File: config.mk
export PLATFORM = sky130hd
export DESIGN_NAME = hazard_ctrl
export DESIGN_NICKNAME = d
export VERILOG_FILES = /design/src/rtl/hazard_pkg.sv /design/src/rtl/sat_counter.sv /design/src/rtl/hazard_ctrl.sv
export SDC_FILE = /design/constraint.sdc
export NUM_CORES = 1
export LEC_CHECK = 0
export CORE_ASPECT_RATIO = 0.6
export CORE_MARGIN = 4
export CORE_UTILIZATION = 45
export DETAILED_ROUTE_END_ITERATION = 10
export DONT_BUFFER_PORTS = 1
export GPL_ROUTABILITY_DRIVEN = 0
export PLACE_DENSITY_LB_ADDON = 0.3
export SLEW_MARGIN = 10
export SYNTH_ARGS = -nofsm -noshare
export SYNTH_HDL_FRONTEND = slang
export SYNTH_SLANG_ARGS = --single-unit
File: constraint.sdc
create_clock -name clk -period 2.4 [get_ports clk]
set_clock_uncertainty 0.05 [all_clocks]
set_input_delay 0.24 -clock clk [delete_from_list [all_inputs] [get_ports clk]]
set_output_delay 0.24 -clock clk [all_outputs]
set_load 0.01 [all_outputs]
File: src/rtl/hazard_pkg.sv
// Shared types and helpers for the pipeline hazard controller.
package hazard_pkg;

  typedef enum logic [1:0] {
    RUN      = 2'd0,
    MEM_WAIT = 2'd1,
    ERR      = 2'd2
  } hz_state_e;

  // A decode-stage source collides with the execute-stage destination.
  function automatic logic src_match(input logic use_src, input logic [4:0] rs,
                                     input logic [4:0] rd);
    return use_src && (rs == rd);
  endfunction

endpackage

File: src/rtl/sat_counter.sv
// Up-counter with synchronous clear that holds at all-ones.
module sat_counter #(
  parameter int W = 16
) (
  input  logic         clk,
  input  logic         clr,
  input  logic         inc,
  output logic [W-1:0] cnt
);

  logic [W-1:0] cnt_r;

  // Count enabled cycles, never wrapping past the maximum.
  always_ff @(posedge clk) begin
    if (clr) begin
      cnt_r <= '0;
    end else if (inc && (cnt_r != {W{1'b1}})) begin
      cnt_r <= cnt_r + W'(1);
    end else begin
      cnt_r <= cnt_r;
    end
  end

  assign cnt = cnt_r;

endmodule

File: src/rtl/hazard_ctrl.sv
// Pipeline hazard controller: memory stalls with timeout, load-use bubbles,
// taken-branch flushes and a saturating stall-cycle counter.
module hazard_ctrl
  import hazard_pkg::*;
#(
  parameter int TIMEOUT_CYC = 255,
  parameter int CNT_W       = 16
) (
  input  logic             clk,
  input  logic             rst,
  input  logic [4:0]       rs1_l1,
  input  logic [4:0]       rs2_l1,
  input  logic             use_rs1_l1,
  input  logic             use_rs2_l1,
  input  logic [4:0]       rd_l2,
  input  logic             load_l2,
  input  logic             branch_taken_l2,
  input  logic             mem_req_l3,
  input  logic             mem_ack,
  output logic             pc_hold,
  output logic             block_l1,
  output logic             block_l2,
  output logic             block_l3,
  output logic             clear_l1,
  output logic             clear_l2,
  output logic             clear_l3,
  output logic [CNT_W-1:0] stall_cnt,
  output logic             mem_timeout
);

  // Wait counter spans 0..TIMEOUT_CYC-1; the last value is the limit cycle.
  localparam int WAIT_W = (TIMEOUT_CYC > 1) ? $clog2(TIMEOUT_CYC) : 1;
  localparam logic [WAIT_W-1:0] WAIT_LAST = WAIT_W'(TIMEOUT_CYC - 1);

  hz_state_e         state_r, state_s;
  logic [WAIT_W-1:0] wait_cnt_r, wait_cnt_s;
  logic              mem_stall_s;
  logic              load_use_s;

  assign mem_stall_s = mem_req_l3 && !mem_ack;
  assign load_use_s  = load_l2 && (rd_l2 != 5'd0) &&
                       (src_match(use_rs1_l1, rs1_l1, rd_l2) ||
                        src_match(use_rs2_l1, rs2_l1, rd_l2));

  // State and wait-count registers.
  always_ff @(posedge clk) begin
    if (rst) begin
      state_r    <= RUN;
      wait_cnt_r <= '0;
    end else begin
      state_r    <= state_s;
      wait_cnt_r <= wait_cnt_s;
    end
  end

  // Next-state logic; an ack in the limit cycle returns to RUN, not ERR.
  always_comb begin
    state_s    = state_r;
    wait_cnt_s = wait_cnt_r;
    case (state_r)
      RUN: begin
        if (mem_stall_s) begin
          state_s    = MEM_WAIT;
          wait_cnt_s = '0;
        end else begin
          state_s = RUN;
        end
      end
      MEM_WAIT: begin
        if (!mem_stall_s) begin
          state_s    = RUN;
          wait_cnt_s = '0;
        end else if (wait_cnt_r == WAIT_LAST) begin
          state_s = ERR;
        end else begin
          wait_cnt_s = wait_cnt_r + WAIT_W'(1);
        end
      end
      ERR: begin
        state_s = ERR;
      end
      default: begin
        state_s    = RUN;
        wait_cnt_s = '0;
      end
    endcase
  end

  // Output decode: reset flush, error freeze, then stall > branch > load-use.
  always_comb begin
    pc_hold  = 1'b0;
    block_l1 = 1'b0;
    block_l2 = 1'b0;
    block_l3 = 1'b0;
    clear_l1 = 1'b0;
    clear_l2 = 1'b0;
    clear_l3 = 1'b0;
    if (rst) begin
      clear_l1 = 1'b1;
      clear_l2 = 1'b1;
      clear_l3 = 1'b1;
    end else begin
      case (state_r)
        ERR: begin
          pc_hold  = 1'b1;
          block_l1 = 1'b1;
          block_l2 = 1'b1;
          block_l3 = 1'b1;
        end
        RUN, MEM_WAIT: begin
          if (mem_stall_s) begin
            pc_hold  = 1'b1;
            block_l1 = 1'b1;
            block_l2 = 1'b1;
            block_l3 = 1'b1;
          end else if (branch_taken_l2) begin
            clear_l1 = 1'b1;
            clear_l2 = 1'b1;
          end else if (load_use_s) begin
            pc_hold  = 1'b1;
            block_l1 = 1'b1;
            clear_l2 = 1'b1;
          end else begin
            pc_hold = 1'b0;
          end
        end
        default: begin
          pc_hold = 1'b0;
        end
      endcase
    end
  end

  assign mem_timeout = (state_r == ERR);

  sat_counter #(.W(CNT_W)) u_stall_cnt (
    .clk (clk),
    .clr (rst),
    .inc (pc_hold),
    .cnt (stall_cnt)
  );

endmodule

==> Yosys cells after proc, flatten, opt, wreduce, memory -nomap -nowiden <==
Cells that the tools add are included.
{ "word_totals": {"word_cells": 52, "in_bits": 23, "ff_bits": 26, "output_inout_bits": 24} }
{ "classes": {"eq_ne": 9, "addsub": 2, "n_bitwise": 1, "n_reduce_logical": 12, "muxes": 25} }
{ "ops": {"columns": ["cell", "count"], "rows": [
  ["8-bit 2-to-1 mux", 3],
  ["8-bit one-hot mux with 3 select lines", 1],
  ["16-bit by 1-bit adder with 16-bit output, second input constant", 1],
  ["1-bit 2-to-1 mux", 16],
  ["16-bit != test, second input constant", 1],
  ["5-bit == test", 2],
  ["8-bit by 1-bit adder with 8-bit output, second input constant", 1],
  ["8-bit == test, second input constant", 1],
  ["1-bit logical AND", 6],
  ["3-bit != test, second input constant", 2],
  ["2-bit one-hot mux with 3 select lines", 1],
  ["5-bit nonzero test", 1],
  ["2-bit 2-to-1 mux", 2],
  ["1-bit one-hot mux with 2 select lines", 2],
  ["3-bit AND reduction", 1],
  ["2-bit by 1-bit == test with 1-bit output, second input constant", 1],
  ["2-bit == test, second input constant", 1],
  ["2-bit zero test", 1],
  ["2-bit != test, second input constant", 1],
  ["2-bit OR reduction", 1],
  ["1-bit zero test", 1],
  ["1-bit logical OR", 1],
  ["1-bit NOT", 1]
]} }

==> Longest topological paths before layout <==
Gate-level depths: netlist of the first run.
{ "logic_depth": {"word_depth": 10, "ltp_mapped": 9, "ltp_nobuf": 8} }

==> Hierarchy <==
From an unflattened synthesis of the first run, not the netlist that was laid out.
{ "unflattened": {"cells_unflattened": 193, "hier_area_um2": 1612.8} }
{ "modules_own_cells": {"columns": ["module", "instances", "cells_each", "area_per_inst_um2", "seq_area_each_um2"], "rows": [
  ["sat_counter", 1, 99, 848.3, 320.3],
  ["hazard_ctrl", 1, 94, 764.5, 200.2]
]} }

==> Worst setup path after synthesis of the first run <==
OpenSTA, ideal clock, no wires.
{ "synth_timing": {"path_type": "register to register", "start": "register u_stall_cnt.cnt_r[0] (netlist: u_stall_cnt.cnt[0])", "end": "register u_stall_cnt.cnt_r[1] (netlist: u_stall_cnt.cnt[1])", "path_slack_ns": 0.370, "arrival_ns": 1.850, "path_stages_with_launch": 10, "path_buffers": 2, "setup_time_ns": 0.130, "t_required_ns": 2.220, "period_less_slack_ns": 2.030, "path_cell_list": "dfxtp_1 ha_1 nand3_1 nor2_1 nand2_1 nor2_2 buf_2 buf_2 nand3b_1 a21oi_2"} }
{ "synth_via": {"elab_chain_len": 2, "elab_cells_between_ends": 3, "cone_classes": "add/sub: 1; eq/ne: 1; reduce/logical: 1"} }
{ "synth_lines": {"columns": ["element", "line", "source"], "rows": [
  ["from (decl)", "sat_counter.sv:11", "logic [W-1:0] cnt_r;"],
  ["from (signal assigned)", "sat_counter.sv:18", "cnt_r <= cnt_r + W'(1);"],
  ["from (signal assigned)", "sat_counter.sv:20", "cnt_r <= cnt_r;"],
  ["branches (longest 2 deep; another with 16-bit by 1-bit adder with 16-bit output)", null, null]
]} }
Parallel ways; which one is timed is not known.
A chain may end at the register's enable or synchronous reset.

==> Worst setup path in the final report of the first run <==
{ "layout_timing": {"start": "register wait_cnt_r[0]", "end": "register wait_cnt_r[3]"} }
{ "layout_via": {"elab_chain_len": 4, "elab_cells_between_ends": 7, "cone_classes": "add/sub: 1; eq/ne: 2; mux: 3; reduce/logical: 1"} }
{ "layout_lines": {"columns": ["element", "line", "source"], "rows": [
  ["from (decl)", "hazard_ctrl.sv:36", "logic [WAIT_W-1:0] wait_cnt_r, wait_cnt_s;"],
  ["from (signal assigned)", "hazard_ctrl.sv:52", "wait_cnt_r <= wait_cnt_s;"],
  ["8-bit by 1-bit adder with 8-bit output", "hazard_ctrl.sv:76", "wait_cnt_s = wait_cnt_r + WAIT_W'(1);"],
  ["8-bit 2-to-1 mux", "hazard_ctrl.sv:73", "end else if (wait_cnt_r == WAIT_LAST) begin"],
  ["8-bit 2-to-1 mux", "hazard_ctrl.sv:70", "if (!mem_stall_s) begin"],
  ["8-bit one-hot mux with 3 select lines", "hazard_ctrl.sv:60", "case (state_r)"]
]} }
Several ways; a longest one is shown, not always the timed one. The select of a mux whose other input is x is not followed.

==> reports/results.ini, run 1 <==
[floorplanning]
initial_core_util = 0.475
pin_count = 47
core_mm2 = 0.00328
rows = 16
die_w_um = 84.0
die_y_um = 53.6
dieArea_mm2 = 0.00450

[synthesis]
synth_edf_count = 0
synth_seq_cells = 26
synth_top_flop_cell = dfxtp_1
synthesis.area_mm2 = 0.00156
avgSynthCellArea_um2 = 8.26
ys_types = 45
synthCells = 189
synth_nets = 215
ys_seq_area_frac = 0.334
yosys.area.top_type_share = 0.334
yosys_warnings = 0
synth_top_cell_by_area = dfxtp_1
netlist_top_cells_area = dfxtp_1, xnor2_1, nor2_1, a21oi_1, nand4_1
async_flop_share = 0

[route]
vias = 1419
wl_per_cell_um = 15.5
drt-initial-drc-count = 113
dr.pass1.iters = 4
drc = 0
ant_nets = 0
drt-total-wl_um = 3690
avgViaCountPerCell = 5.96

[timing]
final_max_slew_viol_count = 0
setup_viol = 0
tightest_slew_ns = 0.533
hold_violations = 0
tns_ns = 0
period_needed_ns = 2.15
rsz0062_at_grt = no
fin_ws_ns = 0.247
timing.final.crit_share = 0.897
slew_headroom = 0.641
max_freq_mhz = 465

[cts]
holdBufCountCts = 1
clk_latency_ns = 0.27
post_cts.repair.setup_buffers = 0
clkTransAtPathRegs_ns = 0.09
cts.htree.levels = 1
numCtsBuffers = 3
cts-root-buf = clkbuf_8
cts_tree = yes
cts_resized = 0
cts.sink_count = 26
clk_path_buf_depth = 2

[power_and_ir_drop]
leakage_nw = 0.562
p_per_area_mw_per_mm2 = 468
comb_power_share = 0.079
p_seq_frac = 0.555
netSwitchingFraction = 0.229
p_int_uw = 607
clkPwrFrac = 0.365
peakVddDrop_mv = 0.287
switching_power_uw = 180

[critical_path]
critical_path_class = reg -> reg
crit_path_end_kind = flop
cp_slowest_stage_delay_ns = 0.46
path_max_fanout = 6
critPathLaunchType = flop
crit_required_ns = 2.50
cp.arrival_ns = 2.25
crit_chain = inv_1, ha_1, and2_1, and4_1, a21oi_1, nand4_1, xor2_1, nor2_1
critPathSlowestCell = dfxtp_1

[layout]
multi_input_area_um2 = 943
drive_above_1_share = 0.114
syn2layout_area_growth_pct = 7.86
final_common_cell = dfxtp_1
fillers = 299
ff_latch_area_um2 = 520
num_antenna_cells = 0
fin_nets = 220
layout.cells.most_common_list = dfxtp_1, nor2_1, a21oi_1

[run_status]
status = finished clean

[grt]
antenna_found_initial = 0
grt_pass1_vias = 1330
grt_max_degree = 19
grt-ovfl-total = 0
grt_pass1_wl_um = 6070
grtUsageTotal = 0.168

[placement]
dpl.hpwl_um = 2800
io_buffer_count = 0
pre_cts_ws_ns = 0.266

[min_path]
hp-class = in -> reg

[job]
maxCapViolCount = 0

[cells in the mapped netlist (2+ instances only)]
master / count
dfxtp_1: 26
nor2_1: 19
a21oi_1: 14
nand2_1: 12
xnor2_1: 11
nand4_1: 10
nand3_1: 9
or4_1: 8
inv_1: 7
o31ai_1: 6
xor2_1: 5
and3_1: 4
nor4_1: 4
o21ai_1: 4
buf_4: 3
clkbuf_1: 3
ha_1: 3
nor2b_1: 3
o311ai_1: 3
and2_1: 2
and4_1: 2
buf_2: 2
buf_6: 2
mux2_1: 2
nand2b_1: 2
nand3b_1: 2
nor3_1: 2
o41ai_1: 2
[per-stage QoR]
stage	instances	util	instance area (um2)	total power [mW]	hold slack, ns
floorplan	189	-	1560	0.502	0.383
global placement	233	0.493	1620	0.503	0.259
detailed placement	233	0.493	1620	0.505	0.260
CTS	238	0.513	1680	0.795	0.118
global route	238	0.513	1680	0.821	0.138
finish	238	0.513	1680	0.787	0.119
[kinds of logic (layout without fill, tap and decap cells)]
logic type | after synthesis | in the layout | synth area share
compound gates | 36 | 36 | 0.152
xor+xnor | 16 | 16 | 0.0898
fa+ha+maj | 3 | 3 | 0.0241
buf+inv | 18 | 22 | 0.0617
flops | 26 | 26 | 0.334
mux | 5 | 5 | 0.0377
simple gates | 85 | 85 | 0.301
[final cells by class]
cell class | instances | area share
clock buffer | 4 | 0.0327
inverter | 8 | 0.0178
multi-input combinational | 145 | 0.561
sequential | 26 | 0.309
tap | 45 | 0.0335
timing repair buffer | 10 | 0.0461
[worst max-delay path: cells and delay by family (launching register included)]
kind	cells	cell delay, ns
adder cells (fa/ha/maj)	1	0.22
buffers and inverters	1	0.12
AND/OR/NAND/NOR	4	0.65
XOR/XNOR	1	0.16
AO/OA/AOI/OAI	1	0.36
flip-flops	1	0.46
[worst paths after layout]
path / endpoint / start / slack [ns] / cells past startpoint
setup / recovery: wait_cnt_r[3] / wait_cnt_r[0] / 0.25 / 8
hold / removal: u_stall_cnt.cnt[7] / rst / 0.12 / 2
setup reg to reg: wait_cnt_r[3] / wait_cnt_r[0] / 0.25 / 8
hold reg to reg: u_stall_cnt.cnt[12] / u_stall_cnt.cnt[12] / 0.46 / 2
[routing by layer]
layer | GRT usage | part of all wire | wire length (um)
met1 | 0.224 | 0.49 | 1790
met2 | 0.257 | 0.42 | 1540
met3 | 0.0688 | 0.098 | 363
met4 | 0.0401 | 0 | 0
met5 | 0 | 0 | 0
[state kept, by name (all words and copies together) (netlist names)]
register and flops:
u_stall_cnt.cnt 16, wait_cnt_r 8, state_r 2
[power groups by stage]
stage / Clock [mW] / Combinational (mW) / Sequential [mW]
global route: 0.313 / 0.0698 / 0.438
CTS: 0.295 / 0.0626 / 0.437
floorplan: 0 / 0.0555 / 0.447
finish: 0.287 / 0.0624 / 0.437
detailed placement: 0 / 0.0575 / 0.447
global placement: 0 / 0.0562 / 0.447
No activity file was read; power rests on OpenSTA's default activity.
==> run 2, diff against run 1 <==
- CORE_ASPECT_RATIO: 0.6 -> not set
- CORE_UTILIZATION: 45 -> 55
==> run 2 against run 1 <==
  * Maximum frequency grew 4.8%
  * Worst hold slack got worse by 0.055 ns
  * Clock power shrank 22%
  * Clock-buffer cell count did not move
  * Flip-flop and latch count is the same
  * Sequential power barely moved
  * First-iteration DRC count fell by 51%
  * Worst setup slack better by 0.10 ns
  * Sequential share of layout area increased by 0.54 points
  * Routed wire length decreased by 5.9%
  * Critical path type unchanged
  * Critical endpoint is now wait_cnt_r[6]
  * Highest routed layer is now met4
==> reports/results.ini, run 2 (synthesized netlist as in run 1, its figures left out) <==
[cts]
clkTransAtPathRegs_ns = 0.14
cts_tree = yes
cts.htree.levels = 1
cts.sink_count = 26
cts-root-buf = clkbuf_4
numCtsBuffers = 3
cts_resized = 0
clk_latency_ns = 0.33
clk_path_buf_depth = 2

[power_and_ir_drop]
peakVddDrop_mv = 0.311
p_int_uw = 555
switching_power_uw = 170
p_total_uw = 724
clkPwrFrac = 0.309
comb_power_share = 0.087
netSwitchingFraction = 0.234
leakage_nw = 0.559
p_per_area_mw_per_mm2 = 438
p_seq_frac = 0.605

[timing]
final_max_slew_viol_count = 0
fin_ws_ns = 0.347
timing.final.crit_share = 0.856
worst_hold_slack_ns = 0.0639
setup_viol = 0
rsz0062_at_grt = no
max_freq_mhz = 487
hold_violations = 0
slew_headroom = 0.649
tightest_slew_ns = 0.521
tns_ns = 0
period_needed_ns = 2.05

[critical_path]
rrSetupSlack_ns = 0.35
crit_required_ns = 2.57
reg2reg_to = wait_cnt_r[6]
cp.arrival_ns = 2.22
rr_worst_depth = 8
crit_path_end_kind = flop
critPathSlowestCell = dfxtp_1
critPathLaunchType = flop
path_max_fanout = 6
crit_chain = inv_1, ha_1, and2_1, and4_1, a21oi_1, nand4_1, xor2_1, nor2_1
crit_path_start = wait_cnt_r[0]
critical_path_class = reg -> reg
worstReg2RegStart = wait_cnt_r[0]
cp_slowest_stage_delay_ns = 0.46

[placement]
io_buffer_count = 0
pre_cts_ws_ns = 0.372
dpl.hpwl_um = 2650

[floorplanning]
core_mm2 = 0.00273
rows = 19
dieArea_mm2 = 0.00375
die_w_um = 61.3
die_y_um = 61.3
initial_core_util = 0.571
pin_count = 47

[grt]
antenna_found_initial = 0
grtUsageTotal = 0.202
grt_pass1_vias = 1376
grt-ovfl-total = 0
grt_max_degree = 15
grt_pass1_wl_um = 5780

[route]
ant_nets = 0
topRoutingLayerUsed = met4
wl_met1_um = 1530
vias = 1428
wl_met3_um = 266
drt-total-wl_um = 3480
wl_met2_um = 1630
drc = 0
wl_per_cell_um = 15.4
drt-initial-drc-count = 55
dr.pass1.iters = 4
avgViaCountPerCell = 6.35

[layout]
drive_above_1_share = 0.119
largest_register_ffs = 16
layout.cells.most_common_list = dfxtp_1, nor2_1, a21oi_1
fillers = 252
num_antenna_cells = 0
fin_nets = 221
final_common_cell = dfxtp_1
syn2layout_area_growth_pct = 6.01

[run_status]
status = finished clean

[min_path]
hold_start = rst
hold_end = u_stall_cnt.cnt[6]
hp-class = in -> reg
holdPathStages = 2

[job]
maxCapViolCount = 0

-- run 2: changes by cell type in the layout (fill, tap and decap cells not counted) --
cell / delta
clkbuf_4: +3
buf_4: +1
clkbuf_8: -3
-- run 2: cell type report --
type,count,area [um2],area share
Tap cell,31,38.8,0.0234
Sequential cell,26,520,0.315
Inverter,8,30.0,0.0182
Timing Repair Buffer,11,85.1,0.0514
Multi-Input combinational cell,145,943,0.570
Clock buffer,4,36.3,0.0219
-- run 2: power groups by stage --
stage | logic, mW | registers (mW) | clock network [mW]
floorplan | 0.0555 | 0.447 | 0
global placement | 0.0570 | 0.447 | 0
detailed placement | 0.0588 | 0.447 | 0
CTS | 0.0634 | 0.438 | 0.229
global route | 0.0705 | 0.439 | 0.251
finish | 0.0628 | 0.438 | 0.224
-- run 2: worst max-delay path by stage --
stage / slack (ns) / end / cells after the start
global placement: 0.41 / wait_cnt_r[6] / 8
detailed placement: 0.37 / wait_cnt_r[5] / 8
CTS: 0.34 / wait_cnt_r[6] / 8
global route: 0.16 / wait_cnt_r[4] / 8
floorplan: 0.37 / u_stall_cnt.cnt[1] / 9
finish: 0.35 / wait_cnt_r[6] / 8
-- run 2: per-stage QoR --
step,instances,instance area (um2),utilization
2_1_floorplan,189,1560,-
3_3_place_gp,220,1610,0.588
3_5_place_dp,220,1610,0.588
4_1_cts,225,1650,0.605
5_1_grt,225,1650,0.605
6_report,225,1650,0.605
-- run 2: repair_timing --
action	4_1_cts	5_1_grt
endpoints found under the hold margin	12	0
endpoints found under the setup margin	0	0
buffers inserted	0	0
hold buffers	1	0
-- run 2: per-layer routing --
metal  track usage  up-vias
li1              -      703
met1         0.241      668
met3        0.0545        5
met4        0.0774        0
met5             0        -
met2         0.343       52
-- run 2: critical path, delay by kind of cell (launching register included) --
kind                       cells  cell delay [ns]
AOI/OAI and AO/OA              1             0.35
and+or+nand+nor                4             0.64
xor gates and xnor gates       1             0.15
adders and majority gates      1             0.21
DFF                            1             0.46
buffers and inverters          1             0.09
